==> config.mk <==
export PLATFORM = sky130hd
export DESIGN_NAME = smart_cfg_ctrl
export DESIGN_NICKNAME = d
export VERILOG_FILES = /design/src/rtl/smart_cfg_ctrl.sv
export SDC_FILE = /design/constraint.sdc
export NUM_CORES = 1
export LEC_CHECK = 0
export ABC_CLOCK_PERIOD_IN_PS = 10700
export CAP_MARGIN = 10
export CORE_MARGIN = 2
export CORE_UTILIZATION = 50
export DETAILED_ROUTE_END_ITERATION = 12
export PLACE_DENSITY = 0.81
export RECOVER_POWER = 25
export SETUP_SLACK_MARGIN = 0.2
export SKIP_LAST_GASP = 1
export SYNTH_ARGS = -nofsm -noshare
export SYNTH_HDL_FRONTEND = slang
export SYNTH_SLANG_ARGS = --single-unit
export TNS_END_PERCENT = 20
==> constraint.sdc <==
create_clock -name clk -period 10.7 [get_ports clk]
set_input_delay 1.07 -clock clk [delete_from_list [all_inputs] [get_ports clk]]
set_output_delay 1.07 -clock clk [all_outputs]
set_load 0.005 [all_outputs]
==> src/rtl/smart_cfg_ctrl.sv <==
// Multi-zone configuration controller: authenticates a session against the stored key,
// then commits one record into a selected zone register, with lockout and idle timeout.
module smart_cfg_ctrl #(
    parameter int unsigned CFG_W       = 35,
    parameter int unsigned ZONES       = 4,
    parameter int unsigned ZSEL_W      = 2,
    parameter int unsigned KEY_W       = 2,
    parameter int unsigned MAX_TRIES   = 3,
    parameter int unsigned LOCK_CYCLES = 16,
    parameter int unsigned TIMEOUT     = 255
) (
    input  logic                    clk,
    input  logic                    arst,
    input  logic                    request,
    input  logic                    confirm,
    input  logic [KEY_W-1:0]        password,
    input  logic [ZSEL_W-1:0]       zone,
    input  logic [CFG_W-1:0]        configin,
    output logic [ZONES*CFG_W-1:0]  cfg_out,
    output logic [ZONES-1:0]        cfg_valid,
    output logic                    write_en,
    output logic [ZSEL_W-1:0]       wr_zone,
    output logic                    err,
    output logic                    locked,
    output logic [2:0]              dbg_state
);

    localparam int unsigned TMR_W  = $clog2(TIMEOUT + 1);
    localparam int unsigned FAIL_W = $clog2(MAX_TRIES + 1);
    localparam int unsigned LOCK_W = $clog2(LOCK_CYCLES + 1);

    localparam logic [TMR_W-1:0]  TMR_LAST  = TMR_W'(TIMEOUT - 1);
    localparam logic [FAIL_W-1:0] FAIL_LAST = FAIL_W'(MAX_TRIES - 1);
    localparam logic [LOCK_W-1:0] LOCK_LAST = LOCK_W'(LOCK_CYCLES - 1);
    localparam logic [ZSEL_W:0]   ZONE_LIM  = (ZSEL_W + 1)'(ZONES);

    typedef enum logic [2:0] {
        S_IDLE  = 3'd0,
        S_AUTH  = 3'd1,
        S_LOAD  = 3'd2,
        S_WRITE = 3'd3,
        S_LOCK  = 3'd4
    } state_e;

    state_e              state_q, state_d;
    logic [TMR_W-1:0]    tmr_q, tmr_d;
    logic [FAIL_W-1:0]   fail_q, fail_d;
    logic [LOCK_W-1:0]   lock_q, lock_d;
    logic [KEY_W-1:0]    key_q, key_d;
    logic [CFG_W-1:0]    rec_q, rec_d;
    logic [ZSEL_W-1:0]   wr_zone_q, wr_zone_d;
    logic                we_q, we_d;
    logic                err_q, err_d;
    logic                locked_q;
    logic                commit_c;
    logic [CFG_W-1:0]    cfg_q [ZONES];
    logic [ZONES-1:0]    valid_q;

    // Next-state, counters and pulse requests
    always_comb begin
        state_d   = state_q;
        tmr_d     = tmr_q;
        fail_d    = fail_q;
        lock_d    = lock_q;
        key_d     = key_q;
        rec_d     = rec_q;
        wr_zone_d = wr_zone_q;
        we_d      = 1'b0;
        err_d     = 1'b0;
        commit_c  = 1'b0;

        case (state_q)
            S_IDLE: begin
                if (request) begin
                    state_d = S_AUTH;
                    tmr_d   = '0;
                end
            end
            S_AUTH: begin
                if (confirm) begin
                    if (password == key_q) begin
                        state_d = S_LOAD;
                        fail_d  = '0;
                        tmr_d   = '0;
                    end else begin
                        err_d  = 1'b1;
                        fail_d = fail_q + FAIL_W'(1);
                        if (fail_q >= FAIL_LAST) begin
                            state_d = S_LOCK;
                            lock_d  = '0;
                        end else begin
                            state_d = S_IDLE;
                        end
                    end
                end else if (tmr_q >= TMR_LAST) begin
                    state_d = S_IDLE;
                    err_d   = 1'b1;
                end else begin
                    tmr_d = tmr_q + TMR_W'(1);
                end
            end
            S_LOAD: begin
                if (confirm) begin
                    if ({1'b0, zone} < ZONE_LIM) begin
                        state_d   = S_WRITE;
                        rec_d     = configin;
                        wr_zone_d = zone;
                        we_d      = 1'b1;
                    end else begin
                        state_d = S_IDLE;
                        err_d   = 1'b1;
                    end
                end else if (tmr_q >= TMR_LAST) begin
                    state_d = S_IDLE;
                    err_d   = 1'b1;
                end else begin
                    tmr_d = tmr_q + TMR_W'(1);
                end
            end
            S_WRITE: begin
                // Record lands in its zone as this cycle ends; key follows the record's top bits
                commit_c = 1'b1;
                key_d    = rec_q[CFG_W-1 -: KEY_W];
                state_d  = S_IDLE;
            end
            S_LOCK: begin
                if (lock_q >= LOCK_LAST) begin
                    state_d = S_IDLE;
                    fail_d  = '0;
                end else begin
                    lock_d = lock_q + LOCK_W'(1);
                end
            end
            default: state_d = S_IDLE;
        endcase
    end

    // State, counters, zone storage and registered outputs
    always_ff @(posedge clk) begin
        if (!arst) begin
            state_q   <= S_IDLE;
            tmr_q     <= '0;
            fail_q    <= '0;
            lock_q    <= '0;
            key_q     <= '0;
            rec_q     <= '0;
            wr_zone_q <= '0;
            we_q      <= 1'b0;
            err_q     <= 1'b0;
            locked_q  <= 1'b0;
            valid_q   <= '0;
            for (int unsigned i = 0; i < ZONES; i++) begin
                cfg_q[i] <= '0;
            end
        end else begin
            state_q   <= state_d;
            tmr_q     <= tmr_d;
            fail_q    <= fail_d;
            lock_q    <= lock_d;
            key_q     <= key_d;
            rec_q     <= rec_d;
            wr_zone_q <= wr_zone_d;
            we_q      <= we_d;
            err_q     <= err_d;
            locked_q  <= (state_d == S_LOCK);
            for (int unsigned i = 0; i < ZONES; i++) begin
                if (commit_c && (wr_zone_q == ZSEL_W'(i))) begin
                    cfg_q[i]   <= rec_q;
                    valid_q[i] <= 1'b1;
                end
            end
        end
    end

    for (genvar g = 0; g < ZONES; g++) begin : g_zone
        assign cfg_out[g*CFG_W +: CFG_W] = cfg_q[g];
    end

    assign cfg_valid = valid_q;
    assign write_en  = we_q;
    assign wr_zone   = wr_zone_q;
    assign err       = err_q;
    assign locked    = locked_q;
    assign dbg_state = state_q;

endmodule

* Yosys cells after proc, flatten, opt, wreduce, memory -nomap -nowiden
Memories as Yosys holds them, arrays and structs flattened.
Index checks and enable logic that the tools add are counted.
** Cells by class
- Add/sub/neg operators :: 3
- Reductions and logical operators :: 13
- Multiplexer cells :: 47
- Magnitude comparators :: 3
- Bitwise operators :: 4
- Equal/unequal tests :: 17
** Operator list (number)
- 35-bit 2-to-1 mux :: 4
- 8-bit 2-to-1 mux :: 5
- 8-bit case mux with 3 select lines :: 1
- 3-bit 2-to-1 mux :: 7
- 5-bit 2-to-1 mux :: 4
- 1-bit 2-to-1 mux :: 19
- 2-bit != test (second input constant) :: 7
- 3-bit case mux with 4 select lines :: 1
- 5-bit case mux with 2 select lines :: 1
- 8-bit by 1-bit adder with 8-bit output (second input constant) :: 1
- 8-bit greater-or-equal comparator (second input constant) :: 1
- 3-bit by 2-bit == test with 1-bit output (second input constant) :: 2
- 3-bit == test (second input constant) :: 2
- 2-bit 2-to-1 mux :: 3
- 5-bit by 1-bit adder with 5-bit output (second input constant) :: 1
- 5-bit by 4-bit greater-or-equal comparator with 1-bit output (second input constant) :: 1
- 5-bit AND reduction :: 1
- 2-bit == test (second input constant) :: 2
- 1-bit logical AND :: 4
- 1-bit OR :: 4
- 2-bit case mux with 2 select lines :: 1
- 2-bit AND reduction :: 2
- 4-bit AND reduction :: 1
- 3-bit by 1-bit == test with 1-bit output (second input constant) :: 1
- 11 further kinds :: 11
** Storage, ports and cells
- Register bits :: 64
- Bits in writable memories :: 140
- Memories kept :: 1
- Input bits :: 43
- Logic and storage cells :: 102
- Output and inout bits :: 152
** Memory list
- cfg_q :: words 4, width 35, rd ports 4, clocked after memory_dff 0, write ports 4, line 56 : logic [CFG_W-1:0] cfg_q [ZONES];

* Logic depth before layout (Yosys ltp)
- Word-level depth :: 7
- Gate-level depth with buffers :: 7
- Mapped depth without buffers :: 7

* Least setup slack after synthesis
OpenSTA, ideal clock, no wires.
- Path kind :: register to register
- Start point :: register state_q[0], in the netlist dbg_state[0]
- End point :: memory cfg_q[0][0], enable pin
- Setup slack :: 6834 ps
- Setup time :: 480 ps
- Data required time :: 10220 ps
- Cell stages (with the launch flop) :: 5
- Arrival :: 3386 ps
- Path through :: dfxtp_1 > buf_6 > buf_4 > nand2_1 > o31ai_1
** RTL lines
- from (decl) :: line 45 : state_e state_q, state_d;
- from (signal assigned) :: line 156 : state_q <= state_d;
- to (decl) :: line 56

==> results.json <==
{
  "status": "finished with violations",
  "violations": "max-capacitance violations, max-slew violations",
  "drt-pass1-iter-count": 5,
  "grt_pass1_vias": 5622,
  "power.leakage_nw": 4.00,
  "dp_hpwl_um": 13700,
  "p_seq_frac": 0.518,
  "power_frac_comb": 0.054,
  "synth-compound-area-share": 0.0662,
  "postCtsResizedCells": 0,
  "cp_slowest_cell": "inv_1",
  "vias": 5733,
  "fill_cells": 1041,
  "path_delay_family": "buffers and inverters",
  "ant_nets": 0,
  "drcViolationCount": 0,
  "holdCritPathClass": "reg2reg",
  "die_area_um2": 16800,
  "grt_max_degree": 47,
  "chipHeight_um": 130,
  "globalplace.congestion": 0.794,
  "cp-start-kind": "primary input",
  "finClkSkew_ns": 0.0113,
  "synthMuxAreaShare": 0.00761,
  "path_buf_inv": 3,
  "clock_latency_ns": 0.47,
  "p_per_area_nw_per_um2": 156,
  "report.final.slew_viol_count": 61,
  "synthXorXnorAreaFrac": 0.00333,
  "syn_nets": 683,
  "die_x_um": 130,
  "cts-root-buf": "clkbuf_16",
  "worstRegToRegCells": 4,
  "cts.sinks": 204,
  "place_inst": 1020,
  "max_stage_delay_ns": 1.19,
  "area_growth_pct": 36.2,
  "wl_met1_um": 8040,
  "ys_async_sr_fraction": 0,
  "cts_htree_levels": 1,
  "drt_iter0_markers": 484,
  "setup_violations": 0,
  "p_switching_uw": 330,
  "switching_share": 0.196,
  "finalNonFillerCells": 1057,
  "grt_pass1_wl_um": 30600,
  "tns_ns": 0,
  "vias_per_cell": 5.42,
  "top_layer_used": "met4",
  "clockBufferDepth": 3,
  "start_util": 0.516,
  "wl_per_cell_um": 19.2,
  "gr-total-overflow": 0,
  "grt_usage": 0.236,
  "finalCritPeriodShare": 0.403,
  "period_minus_slack_ns": 4.31,
  "max-slew-margin-rel": -0.347,
  "crit_cells": 5,
  "final_hold_viol_count": 0,
  "ys_seq_elements": 204,
  "clk_pin_slew_ns": 0.06,
  "wl_met3_um": 1500,
  "postSynthAreaPerCell_um2": 12.4,
  "yosysSeqAreaShare": 0.695,
  "achievable-frequency_ghz": 0.232,
  "yosys.area_share.simple": 0.198,
  "pin_count": 195,
  "port_buffers": 194,
  "antenna_found_initial": 0,
  "hold_buffers": 0,
  "r2r_slack_ns": 6.98,
  "yosys_warnings": 0,
  "crit_type": "in2reg",
  "cts_buffers": 21,
  "core_um2": 15300,
  "synth_top_family_by_area": "simple AND/OR/NAND/NOR gates",
  "worst_pin_slew_ns": 2.00,
  "synthAdderAreaFrac": 0.00792,
  "synth.distinct_cells": 45,
  "diodes": 0,
  "end_kind": "flip-flop",
  "synth_area_um2": 7900,
  "vdd_ir_drop_max_uv": 99.5,
  "nets": 880,
  "pwr-share-clk": 0.428,
  "num_rows": 45,
  "synthFlopType": "edfxtp_1",
  "min_path_cells": 1,
  "arrival_ns": 4.69,
  "placed_area_um2": 10100,
  "routed_wl_um": 20300,
  "wl_met2_um": 10300,
  "post_cts_buffers": 0,
  "crit_fanout": 46,
  "path_cells": "dlygate4sd3_1, clkbuf_1, inv_1, a211o_1, o32ai_1",
  "crit_required_ns": 11.08,
  "internal-power_mw": 1.35,
  "tritoncts": "done",
  "drv_cap": 2,
  "design_area_um2": 10800,
  "synth_edf_count": 140,
  "synth_cells": 635,
  "rsz0062_at_grt": "false",
  "drive_above_1_share": 0.0591
}
power groups by stage:
stage,combinational (mW),sequential [mW],clock (mW)
after floorplan,0.0269,0.889,0
after global placement,0.0934,0.888,0
after detailed placement,0.0960,0.889,0
final,0.0907,0.871,0.720
after global routing,0.0964,0.873,0.760
after CTS,0.0966,0.872,0.726
path summary, 6_finish.rpt:
| check | from | end |
|---|---|---|
| min reg2reg | cfg_valid[3] | cfg_valid[3] |
| min | cfg_valid[3] | cfg_valid[3] |
| max | arst | lock_q[2] |
| max reg2reg | dbg_state[1] | cfg_q[3][9] |
layout by cell type (no fill, tap or decap), types with 3 or more instances in the layout:
cell type        Yosys  final
o21ai_0              4      3
nor3_1               7      6
or3_1                5      5
ha_1                 5      5
nand2b_1             4      4
dfxtp_1             64     64
clkbuf_1            22     10
nor2_1              14     12
clkbuf_16            0     21
and2_1             140    140
buf_4                1     10
xnor2_1              3      3
dlygate4sd3_1        0     95
a211oi_1             7      7
o22ai_1              6      6
bufinv_16            0      3
a21o_1               5      5
mux2i_1              6      6
a21oi_1             46     46
inv_1                8      9
clkdlybuf4s50_1      0     99
edfxtp_1           140    140
nand3_1             12     12
nand2_1             98     98
registers in the layout, summed over array words and instances (netlist names):
| name | flops |
|---|---|
| cfg_q | 140 |
| rec_q | 35 |
| tmr_q | 8 |
| lock_q | 5 |
| cfg_valid | 4 |
| dbg_state | 3 |
| fail_q | 2 |
| key_q | 2 |
| wr_zone | 2 |
| err | 1 |
| locked | 1 |
| write_en | 1 |
layout make-up:
class / instances / area, um2 / share of cell area
clock buffer: 31 / 573 / 0.0533
sequential: 204 / 5490 / 0.510
clock inverter: 6 / 104 / 0.00966
inverter: 9 / 33.8 / 0.00314
multi-input combinational: 391 / 2270 / 0.211
timing repair buffer: 205 / 2020 / 0.188
tap: 211 / 264 / 0.0245
cell families (layout without fill, tap and decap cells):
group                    after synthesis  after routing
AO/OA/AOI/OAI                         83             83
XOR/XNOR                               3              3
adder cells (fa/ha/maj)                5              5
buffers and inverters                 40            251
flip-flops                           204            204
multiplexers                           6              6
AND/OR/NAND/NOR                      294            294
through the flow:
stage                util  hold WS, ns  power (mW)  setup WS [ns]
finish              0.702        0.445        1.68           6.39
floorplan               -        0.438       0.915           6.83
detailed placement  0.660        0.438       0.985           7.09
global placement    0.660        0.439       0.981           7.19
CTS                 0.704        0.452        1.69           7.55
global route        0.702        0.458        1.73           6.15
worst reg2reg max path, stage by stage (launching register included):
cell     delay [ns]
dfxtp_1        0.64
and2b_1        0.33
nand2_1        0.25
o21ai_0        1.61
buf_4          0.54
routing by layer:
layer / GRT usage / up-vias
met5: 0 / -
met1: 0.303 / 2779
met4: 0.0607 / 0
li1: - / 2607
met3: 0.0343 / 38
met2: 0.422 / 309
Yosys cell counts (2+ instances only):
master    count  area (um2)
o221a_2       2        22.5
a211oi_1      7        52.6
and2_1      140         876
dfxtp_1      64        1280
nand2_1      98         368
nand2b_1      4        25.0
a221oi_1      2        17.5
clkbuf_1     22        82.6
mux2i_1       6        60.1
nand3_1      12        60.1
a21o_1        5        37.5
ha_1          5        62.6
o21ai_0       4        20.0
a211o_1       2        17.5
nor2_1       14        52.6
nor3_1        7        35.0
xnor2_1       3        26.3
edfxtp_1    140        4200
nand4_1       2        12.5
inv_1         8        30.0
o32ai_1       2        17.5
o22ai_1       6        37.5
a21oi_1      46         230
buf_6         2        22.5
nor3b_1       2        15.0
buf_2         6        30.0
or2_2         2        12.5
or3_1         5        31.3
Note: power is estimated with default switching activity, not from simulation.
